## src/rtl/hazard_ctrl.sv

```systemverilog
// Hazard and forwarding controller for a 5-stage pipeline: tracks EX/MEM destinations,
// raises load-use stalls and branch/jump flushes, and registers EX forward selects.
module hazard_ctrl #(
    parameter logic [5:0] LDW_OP  = 6'h23,
    parameter logic [5:0] JUMP_OP = 6'h02,
    parameter logic [5:0] BEQ_OP  = 6'h04,
    parameter int         CNT_W   = 16
) (
    input  logic             clk,
    input  logic             rst,
    input  logic             id_valid,
    input  logic [5:0]       id_opcode,
    input  logic [4:0]       id_rs,
    input  logic [4:0]       id_rt,
    input  logic             id_use_rs,
    input  logic             id_use_rt,
    input  logic [4:0]       id_rwd,
    input  logic             ex_branch_taken,
    output logic             pc_stall,
    output logic             if_id_stall,
    output logic             id_ex_bubble,
    output logic             flush_if_id,
    output logic [2:0]       rs_fwd,
    output logic [2:0]       rt_fwd,
    output logic [CNT_W-1:0] stall_cnt,
    output logic [CNT_W-1:0] flush_cnt
);

    logic       ex_v, ex_ld, mem_v, mem_ld;
    logic [4:0] ex_rwd, mem_rwd;

    logic rs_match_ex, rt_match_ex, rs_match_mem, rt_match_mem;
    logic ld_hazard, is_jump, stall_eff, jump_flush;
    logic [2:0] rs_sel, rt_sel;

    assign rs_match_ex  = id_use_rs && id_valid && ex_v  && (ex_rwd  != 5'd0) && (id_rs == ex_rwd);
    assign rt_match_ex  = id_use_rt && id_valid && ex_v  && (ex_rwd  != 5'd0) && (id_rt == ex_rwd);
    assign rs_match_mem = id_use_rs && id_valid && mem_v && (mem_rwd != 5'd0) && (id_rs == mem_rwd);
    assign rt_match_mem = id_use_rt && id_valid && mem_v && (mem_rwd != 5'd0) && (id_rt == mem_rwd);

    assign ld_hazard = (rs_match_ex || rt_match_ex) && ex_ld;

    // Branches resolve in EX; a colliding BEQ encoding must never be mistaken for a jump.
    assign is_jump    = id_valid && (id_opcode == JUMP_OP) && (id_opcode != BEQ_OP);
    assign stall_eff  = ld_hazard && !ex_branch_taken;
    assign jump_flush = is_jump && !ex_branch_taken && !ld_hazard;

    assign rs_sel = rs_match_ex ? 3'd1 : (rs_match_mem ? 3'd2 : 3'd0);
    assign rt_sel = rt_match_ex ? 3'd1 : (rt_match_mem ? 3'd2 : 3'd0);

    always_comb begin
        pc_stall     = 1'b0;
        if_id_stall  = 1'b0;
        id_ex_bubble = 1'b0;
        flush_if_id  = 1'b0;
        if (!rst) begin
            pc_stall     = stall_eff;
            if_id_stall  = stall_eff;
            id_ex_bubble = stall_eff || ex_branch_taken;
            flush_if_id  = ex_branch_taken || jump_flush;
        end
    end

    always_ff @(posedge clk) begin
        if (rst) begin
            ex_v      <= 1'b0;
            ex_rwd    <= 5'd0;
            ex_ld     <= 1'b0;
            mem_v     <= 1'b0;
            mem_rwd   <= 5'd0;
            mem_ld    <= 1'b0;
            rs_fwd    <= 3'd0;
            rt_fwd    <= 3'd0;
            stall_cnt <= '0;
            flush_cnt <= '0;
        end else begin
            mem_v   <= ex_v;
            mem_rwd <= ex_rwd;
            mem_ld  <= ex_ld;
            if (id_ex_bubble) begin
                ex_v   <= 1'b0;
                ex_rwd <= 5'd0;
                ex_ld  <= 1'b0;
                rs_fwd <= 3'd0;
                rt_fwd <= 3'd0;
            end else begin
                ex_v   <= id_valid;
                ex_rwd <= id_rwd;
                ex_ld  <= (id_opcode == LDW_OP);
                rs_fwd <= rs_sel;
                rt_fwd <= rt_sel;
            end
            if (stall_eff && (stall_cnt != '1))
                stall_cnt <= stall_cnt + 1'b1;
            if (flush_if_id && (flush_cnt != '1))
                flush_cnt <= flush_cnt + 1'b1;
        end
    end

endmodule
```

## config.mk

```make
export PLATFORM = sky130hd
export DESIGN_NAME = hazard_ctrl
export DESIGN_NICKNAME = d
export VERILOG_FILES = /design/src/rtl/hazard_ctrl.sv
export SDC_FILE = /design/constraint.sdc
export NUM_CORES = 1
export LEC_CHECK = 0
export ABC_AREA = 0
export ABC_CLOCK_PERIOD_IN_PS = 5400
export BUFFER_PORTS_ARGS = -buffer_cell sky130_fd_sc_hd__buf_2
export CAP_MARGIN = 20
export CORE_UTILIZATION = 53
export CTS_CLUSTER_SIZE = 16
export DETAILED_ROUTE_END_ITERATION = 8
export GPL_TIMING_DRIVEN = 1
export PLACE_DENSITY = 0.88
export REMOVE_ABC_BUFFERS = 1
export SLEW_MARGIN = 20
export SYNTH_ARGS = -nofsm -noshare
export SYNTH_HDL_FRONTEND = slang
export SYNTH_SLANG_ARGS = --single-unit
```

## constraint.sdc

```tcl
create_clock -name clk -period 5.4 [get_ports clk]
set_input_delay 0 -clock clk [delete_from_list [all_inputs] [get_ports clk]]
set_output_delay 0 -clock clk [all_outputs]
set_load 0.01 [all_outputs]
```

== Word level (Yosys, flattened, before mapping) ==
Index checks and enable logic that the tools add are counted.
Storage, ports and cells
  flip-flop bits (word level): 49
  bits in latches: 0
  memory bits (writable): 0
  ROM bits: 0
  input port bits: 27
  logic and storage cells: 61
  memories: 0
Cells by class
  $add $sub $neg: 2
  multipliers: 0
  divide/modulo/power cells: 0
  $lt $le $gt $ge: 0
  equal/unequal tests: 9
  shift operators: 0
  muxes and demuxes: 7
  bitwise gates (word level): 0
  reductions and logical operators: 32
Operator list (number)
  $add A16 B1 Y16 const B: 2
  $ne A16 B16 Y1 const B: 2
  $logic_and A1 B1 Y1: 22
  $eq A5 B5 Y1: 4
  $reduce_bool A5 Y1: 2
  $eq A6 B2 Y1 const B: 1
  $eq A6 B6 Y1 const B: 1
  $ne A6 B3 Y1 const B: 1
  $reduce_or A3 Y1: 2
  $mux W1: 5
  $mux W2: 2
  $logic_or A1 B1 Y1: 3
  $logic_not A1 Y1: 2
  $reduce_or A2 Y1: 1

== Depth between registers and ports, before layout ==
Gate-level depths: netlist (run 1).
  depth after elaboration: 11
  gate-level depth with buffers: 8

== Least setup slack after synthesis (run 1) ==
No wires, ideal clock.
  path kind: reg-to-reg
  start: register flush_cnt[4]
  end: register flush_cnt[13]
  arrival time: 1.990 ns
  path slack: 3.290 ns
  cell stages (with the launch flop): 7
  buffers on the path: 0
  clock period less this slack: 2.110 ns
  cells stage by stage: dfxtp_1 -> and4_1 -> and4_1 -> a21boi_0 -> o21ai_0 -> a21oi_1 -> mux2_2
Between the ends
  word-level cells in the longest chain between the ends: 2
  elaborated cells between the ends (all ways): 3
  classes of those cells: 1 x add/sub; 1 x eq/ne; 1 x reduce/logical
RTL lines
  start, declared: line 26  | output logic [CNT_W-1:0] flush_cnt
  start signal, assigned: line 96  | flush_cnt <= flush_cnt + 1'b1;
  parallel branches: the longest is 2 deep, another holds $add A16 B1 Y16
Several ways; the timed one is not identified.
A chain may end at the register's enable or synchronous reset.

== Worst setup path in the final report (run 1) ==
  start: register ex_rwd[0]
  end: register ex_ld
Between the ends
  word-level cells in the longest chain between the ends: 9
  elaborated cells between the ends (all ways): 13
  classes of those cells: 2 x eq/ne; 1 x mux; 10 x reduce/logical
RTL lines
  start, declared: line 30  | logic [4:0] ex_rwd, mem_rwd;
  start signal, assigned: line 88  | ex_rwd <= id_rwd;
  $reduce_bool A5 Y1: line 36, 37
  $logic_and A1 B1 Y1, on equally long branches (2 in a row): line 36, 37
  $logic_or A1 B1 Y1 *: line 41  | assign ld_hazard = (rs_match_ex || rt_match_ex) && ex_ld;
  $logic_and A1 B1 Y1 *: line 41
  $logic_and A1 B1 Y1 *: line 45  | assign stall_eff = ld_hazard && !ex_branch_taken;
  $logic_or A1 B1 Y1 *: line 59  | id_ex_bubble = stall_eff || ex_branch_taken;
  $mux W1 *: line 56  | if (!rst) begin
  $reduce_or A2 Y1 (no source line) *
  end signal, assigned: line 89  | ex_ld <= (id_opcode == LDW_OP);
  end, declared: line 29  | logic ex_v, ex_ld, mem_v, mem_ld;
Mark *: on every way between the ends. The rest lies on a longest branch, timed or not.

==> insert_results.sql, run 1 <==
INSERT INTO impl_metrics (metric_group, metric, value, unit) VALUES
('logic_synthesis', 'synth_edf_count', '0', ''),
('cts', 'cts.hold.buffers_added', '9', ''),
('timing', 'timing.fmax', '0.366', 'GHz'),
('floorplan', 'die-width', '71.4', 'µm'),
('timing', 'rsz0062_at_grt', 'false', ''),
('finish', 'finish.utilization', '68.9', '%'),
('setup_path', 'r2r.worst_path.cells', '6', ''),
('detailed_routing', 'total_wire_length', '6090', 'µm'),
('global_routing', 'grt_start_max_net_pins', '54', ''),
('timing', 'setup_tns', '0', 'ns'),
('setup_path', 'cp_data_required_time', '5.65', 'ns'),
('cts', 'cts_root_buf', 'clkbuf_8', ''),
('global_routing', 'global_route_wire_length_before_repair', '10000', 'µm'),
('detailed_routing', 'first_pass_iters', '4', ''),
('setup_path', 'startpoint_type', 'register', ''),
('logic_synthesis', 'post_synthesis_instance_area', '2550', 'µm²'),
('pwr', 'seqPwrFrac', '50.4', '%'),
('setup_path', 'category_of_the_critical_setup_timing_path', 'register to register', ''),
('logic_synthesis', 'post_synth_inst_count', '294', ''),
('finish', 'stdcell_count', '415', ''),
('cts', 'cts_setup_buffers', '0', ''),
('cts', 'cts_tree', 'yes', ''),
('logic_synthesis', 'synthDistinctLibCells', '45', ''),
('timing', 'timing.final.max_slew_violations', '0', ''),
('timing', 'final_critical_path_setup_slack', '2.67', 'ns'),
('detailed_routing', 'via_count', '2457', ''),
('pwr', 'power_leakage', '1.32', 'nW'),
('pwr', 'power_switching_share', '21.6', '%'),
('cts', 'maximum_root_to_sink_buffer_count', '2', ''),
('pwr', 'report.power.total', '733', 'µW'),
('setup_path', 'critPathSlowestCell', 'nor3_1', ''),
('timing', 'setup_viol_count_final', '0', ''),
('finish', 'syn2layout_area_growth', '21.4', '%'),
('logic_synthesis', 'yosysWarningCount', '0', ''),
('run', 'cap_viol_max_count', '0', ''),
('pwr', 'p_clk_share', '41.8', '%'),
('setup_path', 'end_kind', 'register', ''),
('floorplan', 'floorplan.core_area', '4500', 'µm²'),
('global_routing', 'grt_overflow_total', '0', ''),
('floorplan', 'ioPinCount', '69', ''),
('finish', 'antenna_cells', '0', ''),
('placed_design', 'preCtsSetupSlack', '2.83', 'ns'),
('finish', 'fillerInstances', '366', ''),
('logic_synthesis', 'postSynth.topFlopCell', 'dfxtp_1', ''),
('hold_path', 'holdPathStages', '4', ''),
('pwr', 'cellPowerDensity', '236', 'nW/µm²'),
('finish', 'final_net_count', '391', ''),
('setup_path', 'crit_path_max_incr_delay', '0.64', 'ns'),
('status', 'run_status', 'finished, final reports clean', ''),
('cts', 'clk-insertion-delay-late', '0.30', 'ns'),
('finish', 'stdcell_area', '3100', 'µm²'),
('hold_path', 'min_path_type', 'input port to register', ''),
('logic_synthesis', 'fraction_of_synthesis_flops_using_an_asynchronous_set_or_reset_pin', '0', '%'),
('timing', 'finalHoldViolCount', '0', ''),
('cts', 'numCtsBuffers', '5', ''),
('pwr', 'ir_worst_vdd', '0.164', 'mV'),
('timing', 'fin_skew', '0.00447', 'ns'),
('logic_synthesis', 'synth-compound-area-share', '12.4', '%'),
('placed_design', 'final_weighted_congestion_in_routability_driven_placement', '0.930', ''),
('floorplan', 'core.rowCount', '24', ''),
('logic_synthesis', 'largest_family_of_logic_cells_by_synthesized_area', 'simple AND/OR/NAND/NOR gates', ''),
('global_routing', 'grt.total_usage', '24.7', '%'),
('timing', 'timing.final.crit_share', '50.6', '%'),
('timing', 'fin_crit', '2.73', 'ns'),
('setup_path', 'crit_fanout', '7', ''),
('logic_synthesis', 'post_synth_xor_area_fraction', '6.86', '%'),
('logic_synthesis', 'postSynthAreaPerCell', '8.69', 'µm²'),
('setup_path', 'timing.critical_path.cells', 'or4_4 -> o211ai_2 -> a21oi_1 -> nor3_1 -> and4_1 -> dlygate4sd3_1', ''),
('placed_design', 'dpl_cell_area', '2880', 'µm²'),
('global_routing', 'number_of_antenna_violations_at_the_first_check_in_global_routing', '0', ''),
('pwr', 'net-switching-power', '158', 'µW');
## power groups by stage
stage                     Combinational (mW)  Clock (mW)  Sequential (mW)
final                                 0.0568       0.307            0.370
after global routing                  0.0623       0.326            0.371
after CTS                             0.0559       0.310            0.370
after detailed placement              0.0511           0            0.378
after global placement                0.0496           0            0.378
after floorplan                       0.0244           0            0.378
## critical path, delay by kind of cell (launching register included)
kind,cells,cell delay (ns)
flops,1,0.36
simple gates,3,1.47
buf+inv,1,0.53
compound gates,2,0.32
## final cells by class
| class | instances | area, µm² | share of cell area [%] |
|---|---|---|---|
| repair buffers | 76 | 428 | 13.8 |
| clock buffers | 5 | 68.8 | 2.22 |
| well taps | 52 | 65.1 | 2.10 |
| inverters | 4 | 15.0 | 0.484 |
| flip-flops and latches | 49 | 981 | 31.6 |
| clock inverters | 3 | 65.1 | 2.10 |
| multi-input cells | 226 | 1480 | 47.7 |
## flip-flops by register name, summed over array words and instances (netlist names)
signal     cells
ex_ld          1
ex_v           1
rs_fwd         2
mem_rwd        5
rt_fwd         2
mem_v          1
flush_cnt     16
stall_cnt     16
ex_rwd         5
## metal layers
layer | GRT usage [%] | routed length, µm | part of all wire [%]
met5 | 0 | 0 | 0
met4 | 8.00 | 107 | 1.8
met3 | 6.05 | 323 | 5.3
met2 | 41.7 | 2960 | 49
met1 | 31.1 | 2700 | 44
## synth_stat cells, types with 2 or more instances
master | n | area (µm²)
nand4_1 | 15 | 93.8
buf_4 | 4 | 30.0
nor2b_1 | 17 | 106
and3_1 | 11 | 68.8
or4_1 | 14 | 105
inv_1 | 4 | 15.0
o21ai_0 | 8 | 40.0
nand2_1 | 12 | 45.0
and4_1 | 6 | 52.6
nand3_1 | 12 | 60.1
a21oi_1 | 16 | 80.1
nor2_1 | 22 | 82.6
nor3_1 | 9 | 45.0
nor4_1 | 4 | 25.0
xor2_1 | 12 | 105
and2_1 | 11 | 68.8
o211ai_1 | 4 | 30.0
mux2_2 | 11 | 124
xnor2_1 | 8 | 70.1
ha_1 | 2 | 25.0
dfxtp_1 | 49 | 981
clkbuf_1 | 9 | 33.8
o31ai_1 | 9 | 67.6
or3_1 | 4 | 25.0
## layout by cell type, fill, tap and decap left out, types with 4 or more instances in the layout
master	instances
or4_1	14
buf_2	66
dfxtp_1	49
clkbuf_8	5
and2_1	11
nand2_1	12
o211ai_1	4
o21ai_0	8
o31ai_1	9
inv_1	4
xnor2_1	8
dlygate4sd3_1	9
nor2_1	22
and4_1	6
nor2b_1	17
nand3_1	12
nor4_1	4
xor2_1	12
a21oi_1	16
and3_1	11
nor3_1	9
mux2_2	11
nand4_1	15
or3_1	4
## kinds of logic (layout without fill, tap and decap cells)
kind of cell | Yosys count | after routing
AO/OA/AOI/OAI | 48 | 48
XOR/XNOR | 20 | 20
adder cells (fa/ha/maj) | 2 | 2
buffers and inverters | 20 | 88
flip-flops | 49 | 49
multiplexers | 11 | 11
other | 1 | 2
AND/OR/NAND/NOR | 143 | 143
## worst paths after layout
check               start            to  slack (ns)
max             ex_rwd[0]         ex_ld        2.67
min             id_use_rs     rs_fwd[1]        0.04
max reg2reg     ex_rwd[0]         ex_ld        2.67
min reg2reg  flush_cnt[7]  flush_cnt[7]        0.49
Note: power is estimated with default switching activity, not from simulation.
==> run 2, diff against run 1 <==
--- a/config.mk
+++ b/config.mk
@@ -6,14 +6,14 @@
 export NUM_CORES = 1
 export LEC_CHECK = 0
 export ABC_AREA = 0
-export ABC_CLOCK_PERIOD_IN_PS = 5400
+export ABC_CLOCK_PERIOD_IN_PS = 2600
 export BUFFER_PORTS_ARGS = -buffer_cell sky130_fd_sc_hd__buf_2
 export CAP_MARGIN = 20
-export CORE_UTILIZATION = 53
+export CORE_UTILIZATION = 52
 export CTS_CLUSTER_SIZE = 16
 export DETAILED_ROUTE_END_ITERATION = 8
 export GPL_TIMING_DRIVEN = 1
-export PLACE_DENSITY = 0.88
+export PLACE_DENSITY = 0.87
 export REMOVE_ABC_BUFFERS = 1
 export SLEW_MARGIN = 20
 export SYNTH_ARGS = -nofsm -noshare
==> constraint.sdc (replaced) <==
create_clock -name clk -period 2.6 [get_ports clk]
set_input_delay 0 -clock clk [delete_from_list [all_inputs] [get_ports clk]]
set_output_delay 0 -clock clk [all_outputs]
set_load 0.01 [all_outputs]
==> insert_results.sql, run 2 (synthesis results as in run 1) <==
INSERT INTO impl_metrics (metric_group, metric, value, unit) VALUES
('global_routing', 'global_route_wire_length_before_repair', '9930', 'µm'),
('timing', 'fin_crit', '2.40', 'ns'),
('run', 'cap_viol_max_count', '0', ''),
('detailed_routing', 'drc_errors', '2', ''),
('setup_path', 'category_of_the_critical_setup_timing_path', 'register to register', ''),
('setup_path', 'worst_ep_arrival_time', '2.60', 'ns'),
('floorplan', 'die-area', '5200', 'µm²'),
('detailed_routing', 'detail_route.vias_per_cell', '5.80', ''),
('finish', 'stdcell_count', '431', ''),
('floorplan', 'initial_utilization', '54.1', '%'),
('timing', 'timing.fmax', '0.417', 'GHz'),
('global_routing', 'grt_overflow_total', '0', ''),
('timing', 'slew_headroom', '38.2', '%'),
('placed_design', 'final_weighted_congestion_in_routability_driven_placement', '0.887', ''),
('finish', 'fillerInstances', '395', ''),
('placed_design', 'port_buffers', '66', ''),
('finish', 'antenna_cells', '0', ''),
('timing', 'fin_skew', '0.00852', 'ns'),
('detailed_routing', 'first_pass_iters', '7', ''),
('detailed_routing', 'wire_per_inst', '14.1', 'µm'),
('timing', 'final_critical_path_setup_slack', '0.199', 'ns'),
('global_routing', 'grt_pass1_vias', '2253', ''),
('setup_path', 'startpoint_type', 'register', ''),
('global_routing', 'grt.total_usage', '23.8', '%'),
('cts', 'cts_tree', 'yes', ''),
('finish', 'multi_input_area', '1490', 'µm²'),
('finish', 'mostFrequentLayoutCells', 'buf_2 (66), dfxtp_1 (49), nor2_1 (22)', ''),
('detailed_routing', 'postRouteAntennaNets', '0', ''),
('floorplan', 'die-width', '72.1', 'µm'),
('finish', 'drive_gt1_share', '25.3', '%'),
('hold_path', 'min_path_type', 'input port to register', ''),
('pwr', 'cellPowerDensity', '431', 'nW/µm²'),
('finish', 'layout_commonest_cell', 'buf_2', ''),
('cts', 'worst_setup_hold_path_clk_slew', '0.08', 'ns'),
('cts', 'cts_num_sinks', '49', ''),
('timing', 'worst-slew-pin-transition', '0.927', 'ns'),
('detailed_routing', 'total_wire_length', '6090', 'µm'),
('finish', 'final_net_count', '392', ''),
('floorplan', 'die_height', '72.1', 'µm'),
('cts', 'numCtsBuffers', '5', ''),
('cts', 'clk-insertion-delay-late', '0.31', 'ns'),
('cts', 'ctsHtreeMaxLevel', '2', ''),
('finish', 'ff_latch_area', '981', 'µm²'),
('pwr', 'power_leakage', '1.29', 'nW'),
('placed_design', 'preCtsSetupSlack', '0.154', 'ns'),
('timing', 'rsz0062_at_grt', 'false', ''),
('detailed_routing', 'drt_first_iter_violations', '214', ''),
('timing', 'finalHoldViolCount', '0', ''),
('placed_design', 'dpl.cell_count', '415', ''),
('floorplan', 'ioPinCount', '69', ''),
('global_routing', 'number_of_antenna_violations_at_the_first_check_in_global_routing', '0', ''),
('timing', 'timing.final.max_slew_violations', '0', ''),
('pwr', 'ir_worst_vdd', '0.275', 'mV'),
('timing', 'setup_viol_count_final', '0', ''),
('floorplan', 'core.rowCount', '25', ''),
('cts', 'cts_repair_resize_count', '0', ''),
('cts', 'cts_root_buf', 'clkbuf_8', ''),
('global_routing', 'grt_start_max_net_pins', '54', ''),
('timing', 'timing.final.crit_share', '92.3', '%'),
('setup_path', 'crit_fanout', '18', ''),
('status', 'run_status', 'finished, violations left', ''),
('floorplan', 'floorplan.core_area', '4720', 'µm²'),
('cts', 'maximum_root_to_sink_buffer_count', '2', ''),
('status', 'failed_checks', 'design-rule violations', ''),
('detailed_routing', 'via_count', '2499', ''),
('placed_design', 'hpwlAfterDp', '4200', 'µm'),
('setup_path', 'end_kind', 'register', ''),
('timing', 'setup_tns', '0', 'ns'),
('setup_path', 'cp_data_required_time', '2.80', 'ns'),
('cts', 'cts_setup_buffers', '0', ''),
('finish', 'reg_top3', 'flush_cnt: 16 flops, stall_cnt: 16 flops', ''),
('finish', 'syn2layout_area_growth', '20.3', '%');
run 2: cell count changes in the layout (fill, tap and decap cells not counted), sizes merged:
cell,delta
bufinv,-2
clkbuf,+3
clkinv,-1
a21boi,+1
buf,+2
dlygate4sd3,-2
run 2: final timing paths:
check | startpoint | endpoint | slack, ns | cells after the start
max reg2reg | ex_rwd[3] | stall_cnt[9] | 0.20 | 6
min | id_use_rt | rt_fwd[1] | 0.03 | 3
max | ex_rwd[3] | stall_cnt[9] | 0.20 | 6
min reg2reg | flush_cnt[10] | flush_cnt[10] | 0.49 | 2
run 2: metrics by stage:
stage	util, %	hold slack, ns	area [µm²]	power (mW)
after floorplan	-	0.0475	2470	0.836
after CTS	64.8	0.0207	3060	1.32
final	65.1	0.0256	3070	1.32
after global routing	65.1	0.0525	3070	1.37
after detailed placement	61.6	0.202	2910	0.891
after global placement	61.6	0.202	2910	0.887
run 2: report_power, final:
group | switching, mW | internal, mW | leakage (nW)
Sequential | 0.00963 | 0.758 | 0.396
Combinational | 0.0626 | 0.0527 | 0.859
Clock | 0.248 | 0.192 | 0.0395
run 2: final cells by class:
type | instances | area share [%]
inverter | 4 | 0.489
sequential | 49 | 31.9
multi-input combinational | 227 | 48.5
timing repair buffer | 76 | 13.8
clock buffer | 8 | 2.61
tap | 67 | 2.73
run 2: routing by layer:
metal / GRT usage (%) / part of all wire [%] / up-vias
met5: 0 / 0 / -
met4: 10.9 / 1.7 / 0
met3: 3.47 / 4.9 / 10
met2: 40.9 / 49 / 105
met1: 29.3 / 44 / 1163
li1: - / - / 1221
run 2: what timing repair did:
| action | in CTS | in global routing |
|---|---|---|
| endpoints found under the setup margin | 0 | 5 |
| endpoints found under the hold margin | 6 | 0 |
| hold buffers | 7 | 0 |
run 2: worst max-delay path, cell delays in order (launching register included):
cell,delay [ns]
dfxtp_1,0.36
xor2_1,0.19
nor4_1,0.41
nand4_1,0.36
a21boi_4,0.51
nand4_1,0.17
mux2_2,0.31
==> run 3, diff against run 2 <==
--- a/config.mk
+++ b/config.mk
@@ -9,6 +9,7 @@
 export ABC_CLOCK_PERIOD_IN_PS = 2600
 export BUFFER_PORTS_ARGS = -buffer_cell sky130_fd_sc_hd__buf_2
 export CAP_MARGIN = 20
+export CORE_ASPECT_RATIO = 1.5
 export CORE_UTILIZATION = 52
 export CTS_CLUSTER_SIZE = 16
 export DETAILED_ROUTE_END_ITERATION = 8
==> insert_results.sql, run 3 (synthesis results as in run 1) <==
INSERT INTO impl_metrics (metric_group, metric, value, unit) VALUES
('status', 'run_status', 'finished, final reports clean', ''),
('setup_path', 'worst_ep_arrival_time', '2.52', 'ns'),
('pwr', 'power_leakage', '1.31', 'nW'),
('global_routing', 'global_route_wire_length_before_repair', '9960', 'µm'),
('finish', 'reg_top3', 'flush_cnt: 16 flops, stall_cnt: 16 flops', ''),
('timing', 'fin_crit', '2.31', 'ns'),
('floorplan', 'core.rowCount', '30', ''),
('setup_path', 'crit_family', 'simple AND/OR/NAND/NOR gates', ''),
('floorplan', 'die-width', '59.2', 'µm'),
('floorplan', 'die_height', '87.9', 'µm'),
('global_routing', 'grt_start_max_net_pins', '36', ''),
('setup_path', 'category_of_the_critical_setup_timing_path', 'register to register', ''),
('run', 'cap_viol_max_count', '0', ''),
('timing', 'slew_headroom', '53.2', '%'),
('floorplan', 'die-area', '5200', 'µm²'),
('pwr', 'ir_worst_vdd', '0.350', 'mV'),
('setup_path', 'crit_fanout', '18', ''),
('finish', 'antenna_cells', '0', ''),
('detailed_routing', 'first_pass_iters', '4', ''),
('timing', 'fin_skew', '0.00695', 'ns'),
('setup_path', 'wp_buf_inv', '0', ''),
('cts', 'maximum_root_to_sink_buffer_count', '2', ''),
('placed_design', 'port_buffers', '66', ''),
('detailed_routing', 'total_wire_length', '6320', 'µm'),
('timing', 'timing.fmax', '0.432', 'GHz'),
('cts', 'cts_num_sinks', '49', ''),
('timing', 'worst-slew-pin-transition', '0.697', 'ns'),
('detailed_routing', 'wire_per_inst', '14.7', 'µm'),
('timing', 'whs', '0.00489', 'ns'),
('timing', 'timing.final.crit_share', '88.9', '%'),
('setup_path', 'startpoint_type', 'register', ''),
('pwr', 'report.power.total', '1.44', 'mW'),
('setup_path', 'critPathSlowestCell', 'a21boi_4', ''),
('finish', 'drive_gt1_share', '26.3', '%'),
('floorplan', 'ioPinCount', '69', ''),
('cts', 'worst_setup_hold_path_clk_slew', '0.10', 'ns'),
('timing', 'rsz0062_at_grt', 'false', ''),
('timing', 'setup_viol_count_final', '0', ''),
('hold_path', 'min_path_type', 'input port to register', ''),
('detailed_routing', 'via_count', '2509', ''),
('cts', 'numCtsBuffers', '5', ''),
('timing', 'finalHoldViolCount', '0', ''),
('placed_design', 'hpwlAfterDp', '4490', 'µm'),
('global_routing', 'grt_overflow_total', '0', ''),
('cts', 'cts_tree', 'yes', ''),
('cts', 'cts_setup_buffers', '0', ''),
('setup_path', 'timing.critical_path.cells', 'xor2_1 -> nor4_1 -> nand4_1 -> a21boi_4 -> nand4_1 -> mux2_2', ''),
('finish', 'mostFrequentLayoutCells', 'buf_2 (66), dfxtp_1 (49), nor2_1 (22)', ''),
('detailed_routing', 'drc_errors', '0', ''),
('cts', 'cts_root_buf', 'clkbuf_8', ''),
('floorplan', 'initial_utilization', '55.3', '%'),
('finish', 'layout_commonest_cell', 'buf_2', ''),
('setup_path', 'crit_path_max_incr_delay', '0.51', 'ns'),
('placed_design', 'final_weighted_congestion_in_routability_driven_placement', '0.856', ''),
('global_routing', 'number_of_antenna_violations_at_the_first_check_in_global_routing', '0', ''),
('floorplan', 'floorplan.core_area', '4620', 'µm²'),
('timing', 'timing.final.max_slew_violations', '0', ''),
('detailed_routing', 'drt_first_iter_violations', '82', ''),
('pwr', 'cellPowerDensity', '464', 'nW/µm²'),
('timing', 'setup_tns', '0', 'ns'),
('finish', 'syn2layout_area_growth', '21.8', '%'),
('setup_path', 'critical-path-top-cell-by-count', 'nand4_1', ''),
('detailed_routing', 'detail_route.vias_per_cell', '5.85', ''),
('setup_path', 'cp_data_required_time', '2.80', 'ns'),
('setup_path', 'end_kind', 'register', ''),
('cts', 'ctsHtreeMaxLevel', '2', ''),
('global_routing', 'grt_pass1_vias', '2198', ''),
('detailed_routing', 'postRouteAntennaNets', '0', ''),
('finish', 'final_net_count', '393', ''),
('global_routing', 'grt.total_usage', '24.9', '%'),
('cts', 'clk-insertion-delay-late', '0.31', 'ns');
## run 3: cell count changes in the layout (fill, tap and decap cells not counted), sizes merged
cell	delta
bufinv	+1
buf	+1
clkinv	+1
clkbuf	-3
clkinvlp	+1
## run 3: final cells by class
class,count,area [µm²]
fill,380,1510
multi-input combinational,227,1490
sequential,49,981
timing repair buffer,77,430
tap,64,80.1
clock buffer,5,68.8
clock inverter,3,46.3
inverter,4,15.0
## run 3: tightest hold or removal path, cell delays in order
cell	delay [ns]
buf_2	0.12
nand4_1	0.10
nor4_1	0.05
## run 3: power by group
group | switching, mW | internal [mW]
Clock | 0.271 | 0.288
Combinational | 0.0625 | 0.0535
Sequential | 0.00969 | 0.759
Total | 0.343 | 1.10
## run 3: path summary, 6_finish.rpt
| path | depth (start not counted) | startpoint | to | slack, ns |
|---|---|---|---|---|
| setup / recovery | 6 | ex_rwd[4] | stall_cnt[7] | 0.29 |
| hold / removal | 3 | id_use_rt | rt_fwd[1] | 0.005 |
| setup reg to reg | 6 | ex_rwd[4] | stall_cnt[7] | 0.29 |
| hold reg to reg | 2 | flush_cnt[7] | flush_cnt[7] | 0.49 |
## run 3: timing repair
| item | in CTS | in global routing |
|---|---|---|
| gates resized for setup | 0 | 0 |
| endpoints found under the setup margin | 0 | 1 |
| hold buffers | 7 | 0 |
| hold endpoints to repair | 6 | 0 |
## run 3: per-stage QoR
stage	utilization (%)	cell area, µm²	setup slack [ns]	instances
6_report	67.4	3110	0.288	429
5_1_grt	67.4	3110	0.143	429
4_1_cts	67.2	3100	0.158	428
3_5_place_dp	63.1	2920	0.170	413
3_3_place_gp	63.1	2920	0.248	413
2_1_floorplan	-	2470	0.438	279
## run 3: metal layers
metal | global-route usage [%] | share of wire, % | vias to the layer above
met5 | 0 | 0 | -
met2 | 44.6 | 54 | 80
met3 | 4.14 | 4.0 | 12
met4 | 8.87 | 1.7 | 0
li1 | - | - | 1219
met1 | 29.1 | 41 | 1198
